File: src/rtl/music_pkg.sv
// Shared definitions for the score player: note half-period table, end marker, FSM states.
package music_pkg;

   localparam logic [7:0] END_MARKER = 8'hFF;

   // Row-major by octave (low, mid, high), then do..ti; values are round(1e6/(2f)) - 1
   localparam logic [0:20][11:0] NOTE_TABLE = {
      12'd3821, 12'd3404, 12'd3033, 12'd2863, 12'd2550, 12'd2272, 12'd2024,
      12'd1910, 12'd1702, 12'd1516, 12'd1431, 12'd1275, 12'd1135, 12'd1011,
      12'd955,  12'd850,  12'd757,  12'd715,  12'd637,  12'd567,  12'd505
   };

   typedef enum logic [2:0] {
      IDLE,
      FETCH,
      WAIT,
      LOAD,
      TONE,
      GAP,
      FINISH
   } state_t;

endpackage

File: src/rtl/note_decode.sv
// Combinational decode of one score byte into rest/end flags and a tone half-period.
module note_decode
   import music_pkg::*;
(
   input  logic [7:0]  note_byte,
   output logic        is_rest,
   output logic        is_end,
   output logic [11:0] half_period
);

   logic [3:0] octave;
   logic [3:0] note;
   logic [4:0] idx;

   assign octave = note_byte[7:4];
   assign note   = note_byte[3:0];

   // Anything outside octave 1..3 / note 1..7 falls through as a silent rest
   always_comb begin
      is_end      = (note_byte == END_MARKER);
      is_rest     = 1'b1;
      half_period = '0;
      idx         = '0;
      if (!is_end && octave >= 4'd1 && octave <= 4'd3 && note >= 4'd1 && note <= 4'd7) begin
         is_rest     = 1'b0;
         idx         = 5'(octave - 4'd1) * 5'd7 + 5'(note - 4'd1);
         half_period = NOTE_TABLE[idx];
      end
   end

endmodule

File: src/rtl/music_score_player.sv
// Score sequencer: fetches one note byte per beat from a synchronous ROM and drives
// the tone generator's half-period word, with an articulation gap at the end of each slot.
module music_score_player
   import music_pkg::*;
#(
   parameter int unsigned BEAT_TICKS = 250000,
   parameter int unsigned GAP_TICKS  = 20000,
   parameter int unsigned ADDR_W     = 7,
   parameter bit          LOOP       = 1'b0
) (
   input  logic              clk_1M,
   input  logic              rst_n,
   input  logic              start,
   input  logic              stop,
   output logic [ADDR_W-1:0] rom_addr,
   input  logic [7:0]        rom_data,
   output logic [11:0]       music_data,
   output logic              mute,
   output logic              playing,
   output logic              done
);

   localparam logic [31:0]       TONE_LAST = 32'(BEAT_TICKS - GAP_TICKS - 1);
   localparam logic [31:0]       GAP_LAST  = 32'(GAP_TICKS - 2);
   localparam logic [31:0]       FETCH_AT  = 32'(GAP_TICKS - 3);
   localparam logic [ADDR_W-1:0] LAST_ADDR = '1;

   state_t      state;
   logic [31:0] beat_cnt;
   logic        dec_rest;
   logic        dec_end;
   logic [11:0] dec_period;

   note_decode u_note_decode (
      .note_byte   (rom_data),
      .is_rest     (dec_rest),
      .is_end      (dec_end),
      .half_period (dec_period)
   );

   // The GAP state lasts GAP_TICKS-1 cycles; LOAD is the final muted cycle of the slot,
   // so the next address is issued early enough for the ROM's one-cycle latency.
   always_ff @(posedge clk_1M or negedge rst_n) begin
      if (!rst_n) begin
         state      <= IDLE;
         rom_addr   <= '0;
         music_data <= '0;
         mute       <= 1'b1;
         playing    <= 1'b0;
         done       <= 1'b0;
         beat_cnt   <= '0;
      end else begin
         done <= 1'b0;
         if (stop) begin
            state      <= IDLE;
            rom_addr   <= '0;
            music_data <= '0;
            mute       <= 1'b1;
            playing    <= 1'b0;
            beat_cnt   <= '0;
         end else begin
            case (state)
               IDLE: begin
                  if (start) begin
                     rom_addr <= '0;
                     playing  <= 1'b1;
                     state    <= FETCH;
                  end
               end
               FETCH: state <= WAIT;
               WAIT:  state <= LOAD;
               LOAD: begin
                  if (dec_end) begin
                     state <= FINISH;
                  end else begin
                     music_data <= dec_rest ? 12'd0 : dec_period;
                     mute       <= dec_rest;
                     beat_cnt   <= '0;
                     state      <= TONE;
                  end
               end
               TONE: begin
                  if (beat_cnt >= TONE_LAST) begin
                     music_data <= '0;
                     mute       <= 1'b1;
                     beat_cnt   <= '0;
                     state      <= GAP;
                  end else begin
                     beat_cnt <= beat_cnt + 32'd1;
                  end
               end
               GAP: begin
                  if (beat_cnt >= GAP_LAST) begin
                     state <= LOAD;
                  end else begin
                     beat_cnt <= beat_cnt + 32'd1;
                  end
                  if (beat_cnt == FETCH_AT) begin
                     if (rom_addr == LAST_ADDR) begin
                        state <= FINISH;
                     end else begin
                        rom_addr <= rom_addr + ADDR_W'(1);
                     end
                  end
               end
               FINISH: begin
                  rom_addr <= '0;
                  if (LOOP) begin
                     state <= FETCH;
                  end else begin
                     done    <= 1'b1;
                     playing <= 1'b0;
                     state   <= IDLE;
                  end
               end
               default: state <= IDLE;
            endcase
         end
      end
   end

endmodule

File: config.mk
export PLATFORM = sky130hd
export DESIGN_NAME = music_score_player
export DESIGN_NICKNAME = d
export VERILOG_FILES = /design/src/rtl/music_pkg.sv /design/src/rtl/note_decode.sv /design/src/rtl/music_score_player.sv
export SDC_FILE = /design/constraint.sdc
export NUM_CORES = 1
export LEC_CHECK = 0
export CORE_MARGIN = 5
export CORE_UTILIZATION = 45
export DETAILED_ROUTE_END_ITERATION = 10
export HOLD_SLACK_MARGIN = 0.02
export PLACE_DENSITY = 0.75
export SLEW_MARGIN = 20
export SYNTH_ARGS = -nofsm -noshare
export SYNTH_HDL_FRONTEND = slang
export SYNTH_HIERARCHICAL = 1
export SYNTH_SLANG_ARGS = --single-unit
File: constraint.sdc
create_clock -name clk_1M -period 4.99 [get_ports clk_1M]
set_input_delay 0.499 -clock clk_1M [delete_from_list [all_inputs] [get_ports clk_1M]]
set_output_delay 0.499 -clock clk_1M [all_outputs]
set_load 0.005 [all_outputs]
* Yosys cells after proc, flatten, opt, wreduce, memory -nomap -nowiden *
Memory sizes are Yosys's and may differ from the RTL's.
Cells that the tools add are included.
Widths: inputs -> output; s select.

storage, ports and cells
  logic and storage cells = 87
  bits in read-only memories = 384
  bits in registers = 57
  input port bits = 12
  memories = 1
  output and inout bits = 22

cells by class
  add/subtract/negate cells = 5
  bitwise operators = 1
  reduce and logical (&&, ||, !) cells = 15
  mux-type cells = 35
  multipliers = 1
  $lt $le $gt $ge = 7
  eq/ne operators = 15

memory list
  name             depth  width  rd ports  clocked after memory_dff  write ports  RTL line           text
  (no name shown)  32     12     1         0                         0            note_decode.sv:27  half_period = NOTE_TABLE[idx];

operators with widths
  operator               number
  $mux 32                4
  $pmux 32 s3            1
  $mux 12                6
  $add 32x1->32 const B  1
  $eq 32x15->1 const B   1
  $ge 32x15->1 const B   1
  $ge 32x18->1 const B   1
  $mux 7                 4
  $pmux 12 s2            1
  $pmux 7 s3             1
  $mux 3                 6
  $ne 3x3->1 const B     6
  $pmux 3 s6             1
  $sub 4x1->5 const B    2
  $eq 3x3->1 const B     3
  $eq 8x8->1 const B     1
  $ge 4x1->1 const B     2
  $mux 1                 8
  $reduce_bool 4->1      2
  $add 7x1->7 const B    1
  $eq 7x7->1 const B     1
  $eq 3x2->1 const B     2
  $ge 6x6->1 const B     1
  $not 5->6              1
  other kinds (14)       21

* Longest topological paths before layout *
Gate-level depths: netlist of the first run.

  word-level depth = 11
  mapped depth = 17
  gate-level depth less buffers = 16

* Hierarchy *
Netlist of the first run, hierarchy kept.

by module, submodules not included
  module              times used  seq. area each (um^2)  area an instance (um^2)  cells an instance
  music_score_player  1           1427.6                 2901.5                   313
  note_decode         1           0.0                    902.1                    116

* Least setup slack after synthesis of the first run *
OpenSTA, ideal clock, no wires.

  path type = input port to flip-flop
  from = input rom_data[4]
  to = register music_data[7]
  cell stages on the path = 14
  data arrival time = 3.784 ns
  path buffers = 0
  library setup time = 0.066 ns
  path slack = 1.140 ns
  required time = 4.924 ns
  cell sequence = inv_1 ha_1 ha_1 fa_1 inv_1 fa_1 ha_1 a21oi_1 xnor2_2 xnor2_2 mux2_2 nor2_1 nand3_1 nand2_1

between the ends
  word-level cells in the longest chain between the ends = 11
  elaborated cells on any way between the ends = 21
  those cells by class = add/sub (2); mul (1); order compare (2); eq/ne (2); mux (6); bitwise (1); reduce/logical (6); memory (1)

RTL lines
  element                                      RTL line                  text
  start, declared                              music_score_player.sv:16  input logic [7:0] rom_data,
  $sub 4x1->5                                  note_decode.sv:26         idx = 5'(octave - 4'd1) * 5'd7 + 5'(note - 4'd1);
  $mul 5x3->5                                  note_decode.sv:26
  $add 5x5->5                                  note_decode.sv:26
  $not 5->6 (not written as such)              note_decode.sv:27
  $mem_v2 32x12                                -
  $mux 12 (not written as such) (2 in series)  note_decode.sv:27
  via dec_period[7]                            music_score_player.sv:32  logic [11:0] dec_period;
  $mux 12                                      music_score_player.sv:76  music_data <= dec_rest ? 12'd0 : dec_period;
  $mux 12                                      music_score_player.sv:73  if (dec_end) begin
  $pmux 12 s2                                  music_score_player.sv:62  case (state)
  $mux 12                                      music_score_player.sv:54  if (stop) begin
  end signal, assigned                         music_score_player.sv:76
  end, declared                                music_score_player.sv:17  output logic [11:0] music_data,

The timed path passes the listed nets, and every way through them passes these cells. The select of a mux whose other input is x is not followed.
A chain may end at the register's enable or synchronous reset.

* Worst setup path in the final report of the first run *
  from = input rom_data[5]
  to = register music_data[7]

Same word-level chain as after synthesis.

==> flow_summary.toml, run 1 <==
[timing]
worst_slack_ns = 0.5534
relSlewSlack = 0.5211
final_max_slew_viol_count = 0
fin_crit_ns = 4.437
fin_crit_sh = 0.8891
tightest_slew_ns = 0.7183
fin_skew_ns = 0.01394
hold_viol = 0
fin_setup_tns_ns = 0
finalSetupViolCount = 0
rsz0062_at_grt = "false"
fmax_mhz = 225.4

[placement]
io_buffers = 33
dpl.hpwl_mm = 6.250
pre_cts_ws_ns = 0.2261
place_inst = 557
gp_congestion = 0.8612

[clocking]
insertion_delay_ns = 0.34
cts_resized = 0
cts_buffers = 9
ctsHtreeMaxLevel = 3
root_buffer = "clkbuf_8"
clk_pin_slew_ns = 0.07
cts_sinks = 57
cts_tree = "built"
cts_hold_buf = 0
post_cts_buffers = 0
clock_path_buffers = 2

[routing]
drc_errors = 0
wire_per_inst_um = 15.31
drtIter0Drc = 182
drtPass1Iterations = 5
wirelength_mm = 8.770
viasPerCell = 5.647
detail-route-antenna-nets = 0
vias = 3236

[worst_setup_path]
cp-end-kind = "flop"
r2r_start = "beat_cnt[31]$_DFFE_PN0P_"
timing.rr.end = "beat_cnt[25]$_DFFE_PN0P_"
startpoint = "rom_data[5]"
crit_fanout = 17
critPathKind = "in -> reg"
r2r_cells = 7
required_ns = 5.26
crit_end = "music_data[7]$_DFFE_PN0P_"
critPathLaunchType = "primary input"
r2r_slack_ns = 2.24
arrival_ns = 4.71

[yosys]
yosysUniqueCellTypes = 69
synth_most_common_cell = "dfrtp_1"
synthFlopType = "dfrtp_1"
yosysSeqAreaShare = 0.3753
yosysTopAreaCellShare = 0.3684
syn_area_um2 = 3804
synth_top_cell_by_area = "dfrtp_1"
synth-edff-count = 0
ys_top_cells_by_count = "dfrtp_1 (56), nand2_1 (49), nor2_1 (41), nand3_1 (27), ha_1 (22)"
yosys-top-cells-area = "dfrtp_1 (37%), ha_1 (7.2%), nand2_1 (4.8%), nor2_1 (4.0%), nand3_1 (3.6%)"
async_flop_share = 1.000
syn_area_per_cell_um2 = 8.866
syn_inst = 429
yosysWarnings = 6
syn_nets = 467
ys_seq_elements = 57

[floorplanning]
start_util = 0.4629
dieHeight_um = 101.9
core_area_um2 = 8217
dieArea_um2 = 10390
ioPinCount = 34
die_width_um = 101.9
core.rowCount = 33

[global_routing]
track_usage = 0.1814
grt_pass1_vias = 3187
antenna_found_initial = 0
grt_pass1_wl_mm = 15.04
grt_start_max_net_pins = 58
grt-ovfl-total = 0

[cells_and_area]
utilization = 0.5470
layout-drive-gt1-share = 0.1026
diodes = 0
area_delta_synth_final_pct = 18.16
nFillCells = 749
fin_nets = 501
fin_cells = 573

[power]
total_power_uw = 1605
leakage_uw = 0.001962
ir_worst_vdd_mv = 0.2174
power.density_nw_per_um2 = 357.1

[run]
cap_viol_max_count = 0

[worst_hold_path]
holdCritPathClass = "in -> async"

[status]
status = "finished, final reports clean"
[where the power goes]
group | total (uW) | switching [uW] | internal, uW
registers | 475 | 7.46 | 468
logic | 589 | 355 | 235
clock network | 541 | 196 | 345
[cells by family after synthesis]
group           synth area share
compound gates            0.1415
xor+xnor                 0.06119
fa+ha+maj                0.09342
buf+inv                  0.04013
flops                     0.3753
mux                     0.008224
simple gates              0.2803
[state kept, by name (all words and copies together), names as in the netlist]
name	count
done	1
music_data	12
beat_cnt	32
rom_addr	7
mute	1
state	3
playing	1
[routing by layer]
metal | track usage | vias to the layer above | share of wire | routed length, um
met5 | 0 | - | 0 | 0
met4 | 0.07164 | 0 | 0.018 | 162
met3 | 0.03686 | 11 | 0.046 | 405
met2 | 0.2953 | 75 | 0.48 | 4230
met1 | 0.2382 | 1541 | 0.45 | 3972
li1 | - | 1609 | - | -
[worst min path at each step]
stage,endpoint,slack [ns],depth (start not counted)
floorplan,beat_cnt[0]$_DFFE_PN0P_,0.20,0
global placement,music_data[1]$_DFFE_PN0P_,0.45,2
detailed placement,music_data[11]$_DFFE_PN0P_,0.46,2
CTS,beat_cnt[9]$_DFFE_PN0P_,0.31,2
global route,beat_cnt[5]$_DFFE_PN0P_,0.34,2
finish,beat_cnt[5]$_DFFE_PN0P_,0.28,2
[cell usage in the layout, fill, tap and decap left out, drive strengths merged, types with 8 or more instances in the layout]
cell type | synthesis | final
xor2 | 13 | 13
clkbuf | 16 | 11
nand2 | 49 | 49
nand3 | 27 | 27
o21ai | 12 | 12
nor2 | 41 | 41
nor4 | 8 | 8
inv | 17 | 17
nand4 | 12 | 12
xnor2 | 11 | 11
and2 | 10 | 10
ha | 22 | 22
clkdlybuf4s50 | 0 | 32
buf | 4 | 11
a21oi | 19 | 19
dfrtp | 56 | 56
nor3 | 13 | 13
[area by class of cell]
class                      count  area [um^2]  share of cell area
multi-input combinational    334         2223              0.4947
timing repair buffer          43        400.4             0.08909
clock inverter                 5        102.6             0.02283
clock buffer                  11        141.4             0.03146
inverter                      18        67.56             0.01503
sequential                    57         1428              0.3177
tap                          105        131.4             0.02923
[worst max-delay path: stages]
cell and delay (ns):
clkdlybuf4s50_1 0.56, inv_1 0.11, ha_1 0.23, xnor2_1 0.20, ha_1 0.30, fa_1 0.54
inv_1 0.05, fa_1 0.45, ha_1 0.36, a21oi_1 0.24, xnor2_2 0.17, xnor2_2 0.14
buf_4 0.25, mux2_2 0.36, nor2_1 0.09, nand3_1 0.07, nand2_1 0.10
[through the flow]
step / hold slack (ns) / instance area (um^2)
floorplan: 0.2034 / 3804
global placement: 0.4527 / 4250
detailed placement: 0.4557 / 4250
CTS: 0.3128 / 4494
global route: 0.3368 / 4494
finish: 0.2816 / 4494
No activity file was read; power rests on OpenSTA's default activity.
==> run 2, diff against run 1 <==
MAX_ROUTING_LAYER = met4   (was unset)
==> flow_summary.toml, run 2 (synthesis gave the netlist of run 1 again) <==
[power]
pwr-share-clk = 0.305
ir_worst_vdd_mv = 0.2118
p_comb_frac = 0.383
switching_share = 0.3589
seq_power_share = 0.311
power.density_nw_per_um2 = 342.6
leakage_uw = 0.001952
p_sw_uw = 548.2
internal_power_uw = 979.2

[floorplanning]
core.rowCount = 33
ioPinCount = 34
die_width_um = 101.9
dieArea_um2 = 10390
core_area_um2 = 8217
start_util = 0.4629
dieHeight_um = 101.9

[clocking]
cts_hold_buf = 0
post_cts_buffers = 0
insertion_delay_ns = 0.34
cts_sinks = 57
clock_path_buffers = 2
clk_pin_slew_ns = 0.07
ctsHtreeMaxLevel = 3
root_buffer = "clkbuf_8"
cts_buffers = 9
cts_resized = 0
cts_tree = "built"

[cells_and_area]
seq_area_um2 = 1428
largest_reg_flops = 32
nFillCells = 763
area_delta_synth_final_pct = 17.20
layout-drive-gt1-share = 0.1028
multiInputGateArea_um2 = 2223
fin_cells = 572
reg.largest.list = "beat_cnt (32), music_data (12), rom_addr (7)"
diodes = 0
largest_register = "beat_cnt"
fin_nets = 501
final_cell_mix = "dfrtp_1 (56), nand2_1 (49), nor2_1 (41)"
layout_commonest_cell = "dfrtp_1"

[worst_setup_path]
r2r_slack_ns = 2.29
timing.rr.end = "beat_cnt[25]$_DFFE_PN0P_"
cp_slowest_stage_delay_ns = 0.57
startpoint = "rom_data[5]"
crit_fanout = 17
r2r_cells = 7
critPathKind = "in -> reg"
cp_common_cell = "ha_1"
crit_chain = "clkdlybuf4s50_1, inv_1, ha_1, xnor2_1, ha_1, fa_1, inv_1, fa_1, ha_1, a21oi_1, xnor2_2, xnor2_2, buf_4, mux2_2, nor2_1, nand3_1, nand2_1"
arrival_ns = 4.69
cp-end-kind = "flop"
cpMaxStageDelayCell = "clkdlybuf4s50_1"
r2r_start = "beat_cnt[30]$_DFFE_PN0P_"
critPathLaunchType = "primary input"
required_ns = 5.26

[worst_hold_path]
holdCritPathClass = "in -> async"

[timing]
fin_setup_tns_ns = 0
fin_skew_ns = 0.01459
finalSetupViolCount = 0
hold_viol = 0
rsz0062_at_grt = "false"
fmax_mhz = 226.3
relSlewSlack = 0.5160
fin_crit_sh = 0.8854
fin_crit_ns = 4.418
tightest_slew_ns = 0.7259
final_max_slew_viol_count = 0

[global_routing]
grt_pass1_wl_mm = 14.04
grt-ovfl-total = 0
grt_start_max_net_pins = 58
grt_pass1_vias = 3129
antenna_found_initial = 0
track_usage = 0.1724

[routing]
drc_errors = 0
vias = 3194
detail-route-antenna-nets = 0
wirelength_mm = 8.362
drtIter0Drc = 110
viasPerCell = 5.584
drtPass1Iterations = 4
wire_per_inst_um = 14.62

[placement]
place_inst = 557
io_buffers = 33
gp_congestion = 0.8987
dpl.hpwl_mm = 6.015

[status]
status = "finished, final reports clean"

[run]
cap_viol_max_count = 0
==> run 2: cell types whose count changed in the layout (fill, tap and decap cells not counted), sizes merged <==
cell	change
clkinv	+3
clkbuf	-2
bufinv	-1
clkinvlp	-1
==> run 2: critical path, delay by kind of cell <==
family          cells  cell delay (ns)
xor+xnor            3             0.49
fa+ha+maj           5             1.88
buf+inv             4             0.96
compound gates      1             0.22
mux                 1             0.37
simple gates        3             0.26
==> run 2: metrics by stage <==
step	utilization	setup WS, ns	total power [uW]	cell area (um^2)	hold slack, ns
finish	0.5426	0.5719	1527	4458	0.2917
global route	0.5426	0.3738	1619	4458	0.3552
CTS	0.5426	0.6103	1535	4458	0.3094
detailed placement	0.5173	0.2604	1062	4250	0.4558
global placement	0.5173	0.3756	1050	4250	0.4516
floorplan	-	1.140	934.3	3804	0.2034
==> run 2: power groups by stage <==
stage | sequential, uW | combinational [uW] | clock, uW
floorplan | 480 | 454 | 0
global placement | 483 | 567 | 0
detailed placement | 484 | 578 | 0
CTS | 475 | 581 | 478
global route | 476 | 646 | 498
finish | 475 | 586 | 467
==> run 2: layout make-up <==
class,instances,share of cell area
repair buffers,43,0.08981
clock buffers,9,0.02779
well taps,105,0.02947
multi-input cells,334,0.4987
flip-flops and latches,57,0.3202
inverters,18,0.01516
clock inverters,6,0.01880
==> run 2: per-layer routing <==
layer	wire (um)	global-route usage
met5	0	-
met3	277	0.03481
met2	4002	0.2772
met4	116	0.06054
met1	3966	0.2170
==> run 2: worst max-delay path by stage <==
stage / to / slack [ns] / depth (start not counted)
after global routing: music_data[7]$_DFFE_PN0P_ / 0.37 / 17
after global placement: music_data[7]$_DFFE_PN0P_ / 0.38 / 16
final: music_data[7]$_DFFE_PN0P_ / 0.57 / 17
after detailed placement: music_data[7]$_DFFE_PN0P_ / 0.26 / 17
after CTS: music_data[7]$_DFFE_PN0P_ / 0.61 / 17
after floorplan: music_data[7]$_DFFE_PN0P_ / 1.14 / 14
==> run 3, diff against run 2 <==
DONT_BUFFER_PORTS = 1   (was unset)
PLACE_DENSITY = 0.7   (was 0.75)
RECOVER_POWER = 50   (was unset)
==> flow_summary.toml, run 3 (synthesis gave the netlist of run 1 again) <==
[cells_and_area]
fin_nets = 467
diodes = 0
layout-drive-gt1-share = 0.1037
area_delta_synth_final_pct = 9.605
final_cell_mix = "dfrtp_1 (56), nand2_1 (49), nor2_1 (41)"
fin_cells = 539
reg.largest.list = "beat_cnt (32), music_data (12), rom_addr (7)"
layout_commonest_cell = "dfrtp_1"
largest_reg_flops = 32
largest_register = "beat_cnt"

[placement]
dpl.hpwl_mm = 5.959
io_buffers = 0
gp_congestion = 0.8747
place_inst = 521

[power]
ir_worst_vdd_mv = 0.2627
switching_share = 0.3427
p_sw_uw = 537.3
power.density_nw_per_um2 = 376.0
p_comb_frac = 0.349
pwr-share-clk = 0.347
internal_power_uw = 1030
seq_power_share = 0.303
leakage_uw = 0.001838

[clocking]
clock_path_buffers = 2
root_buffer = "clkbuf_8"
cts_resized = 0
cts_buffers = 9
cts_sinks = 57
insertion_delay_ns = 0.35
clk_pin_slew_ns = 0.07
cts_tree = "built"
ctsHtreeMaxLevel = 3

[timing]
final_max_slew_viol_count = 58
fin_crit_ns = 3.721
fin_crit_sh = 0.7457
fin_setup_tns_ns = 0
hold_viol = 0
finalSetupViolCount = 0
rsz0062_at_grt = "false"
fmax_mhz = 268.8
fin_skew_ns = 0.008407
tightest_slew_ns = 2.983
relSlewSlack = -0.9887

[routing]
drtIter0Drc = 209
detail-route-antenna-nets = 0
viasPerCell = 5.814
drtPass1Iterations = 4
drc_errors = 0
wirelength_mm = 8.307
wire_per_inst_um = 15.41
vias = 3134

[global_routing]
grt_pass1_wl_mm = 14.57
grt-ovfl-total = 0
antenna_found_initial = 0
track_usage = 0.1806
grt_start_max_net_pins = 58
grt_pass1_vias = 3175

[floorplanning]
die_width_um = 101.9
core.rowCount = 33
dieArea_um2 = 10390
start_util = 0.4629
dieHeight_um = 101.9
ioPinCount = 34
core_area_um2 = 8217

[status]
violations = "capacitance limit, slew limit"
status = "complete, but fails checks"

[worst_setup_path]
cp-end-kind = "flop"
arrival_ns = 4.01
crit_fanout = 17
critPathKind = "in -> reg"
r2r_cells = 7
critPathLaunchType = "primary input"
required_ns = 5.28

[worst_hold_path]
holdCritPathClass = "in -> reg"
min_path_cells = 1

[run]
cap_viol_max_count = 1
[run 3: changes by cell type in the layout (fill, tap and decap cells not counted), sizes merged]
cell	before	now
buf	11	7
clkinv	5	3
bufinv	2	3
clkinvlp	0	1
dlygate4sd3	0	1
clkbuf	9	11
clkdlybuf4s50	32	0
[run 3: final timing paths]
kind	startpoint	end	slack, ns
hold / removal	stop	playing$_DFFE_PN0P_	0.21
setup / recovery	rom_data[5]	music_data[7]$_DFFE_PN0P_	1.27
hold reg to reg	beat_cnt[30]$_DFFE_PN0P_	beat_cnt[30]$_DFFE_PN0P_	0.49
max in group asynchronous	rst_n	state[1]$_DFFE_PN0P_	1.61
min in group asynchronous	rst_n	beat_cnt[27]$_DFFE_PN0P_	1.69
setup reg to reg	beat_cnt[31]$_DFFE_PN0P_	beat_cnt[25]$_DFFE_PN0P_	2.23
[run 3: timing repair]
item                      4_1_cts  5_1_grt
hold buffers                    2        0
buffers inserted                0        0
hold endpoints to repair       57        0
[run 3: metrics by stage]
step                        util  hold WS [ns]  total power [uW]  instance area [um^2]  setup slack, ns
after global routing      0.5074        0.1976              1674                  4169           0.8621
after floorplan                -        0.2034             934.3                  3804            1.140
after CTS                 0.5103        0.1997              1581                  4193            1.251
final                     0.5074        0.2105              1568                  4169            1.269
after detailed placement  0.4750        0.2066              1019                  3902           0.8914
after global placement    0.4750        0.2065              1003                  3902           0.9705
[run 3: per-layer routing]
metal,wire length [um],vias up,track usage
li1,-,1534,-
met1,3772,1491,0.2276
met2,3757,89,0.2706
met3,575,20,0.06280
met4,201,0,0.06357
met5,0,-,-
[run 3: layout make-up]
class	count	area, um^2
repair buffers	9	66.31
inverters	18	67.56
clock inverters	6	115.1
well taps	105	131.4
multi-input cells	334	2223
fillers	773	4048
flip-flops and latches	57	1428
clock buffers	10	137.6
[run 3: worst max-delay path: stages]
cell and delay, ns:
inv_1 0.05, ha_1 0.22, xnor2_1 0.19, ha_1 0.29
fa_1 0.54, inv_1 0.05, fa_1 0.46, ha_1 0.36
a21oi_1 0.23, xnor2_2 0.16, xnor2_2 0.13, buf_4 0.23
mux2_2 0.35, nor2_1 0.08, nand3_1 0.06, nand2_1 0.10
[run 3: power by group through the flow]
| stage | clock (uW) | sequential [uW] | combinational [uW] |
|---|---|---|---|
| 2_1_floorplan | 0 | 480 | 454 |
| 3_3_place_gp | 0 | 484 | 518 |
| 3_5_place_dp | 0 | 484 | 534 |
| 4_1_cts | 555 | 475 | 551 |
| 5_1_grt | 580 | 476 | 618 |
| 6_report | 545 | 476 | 547 |
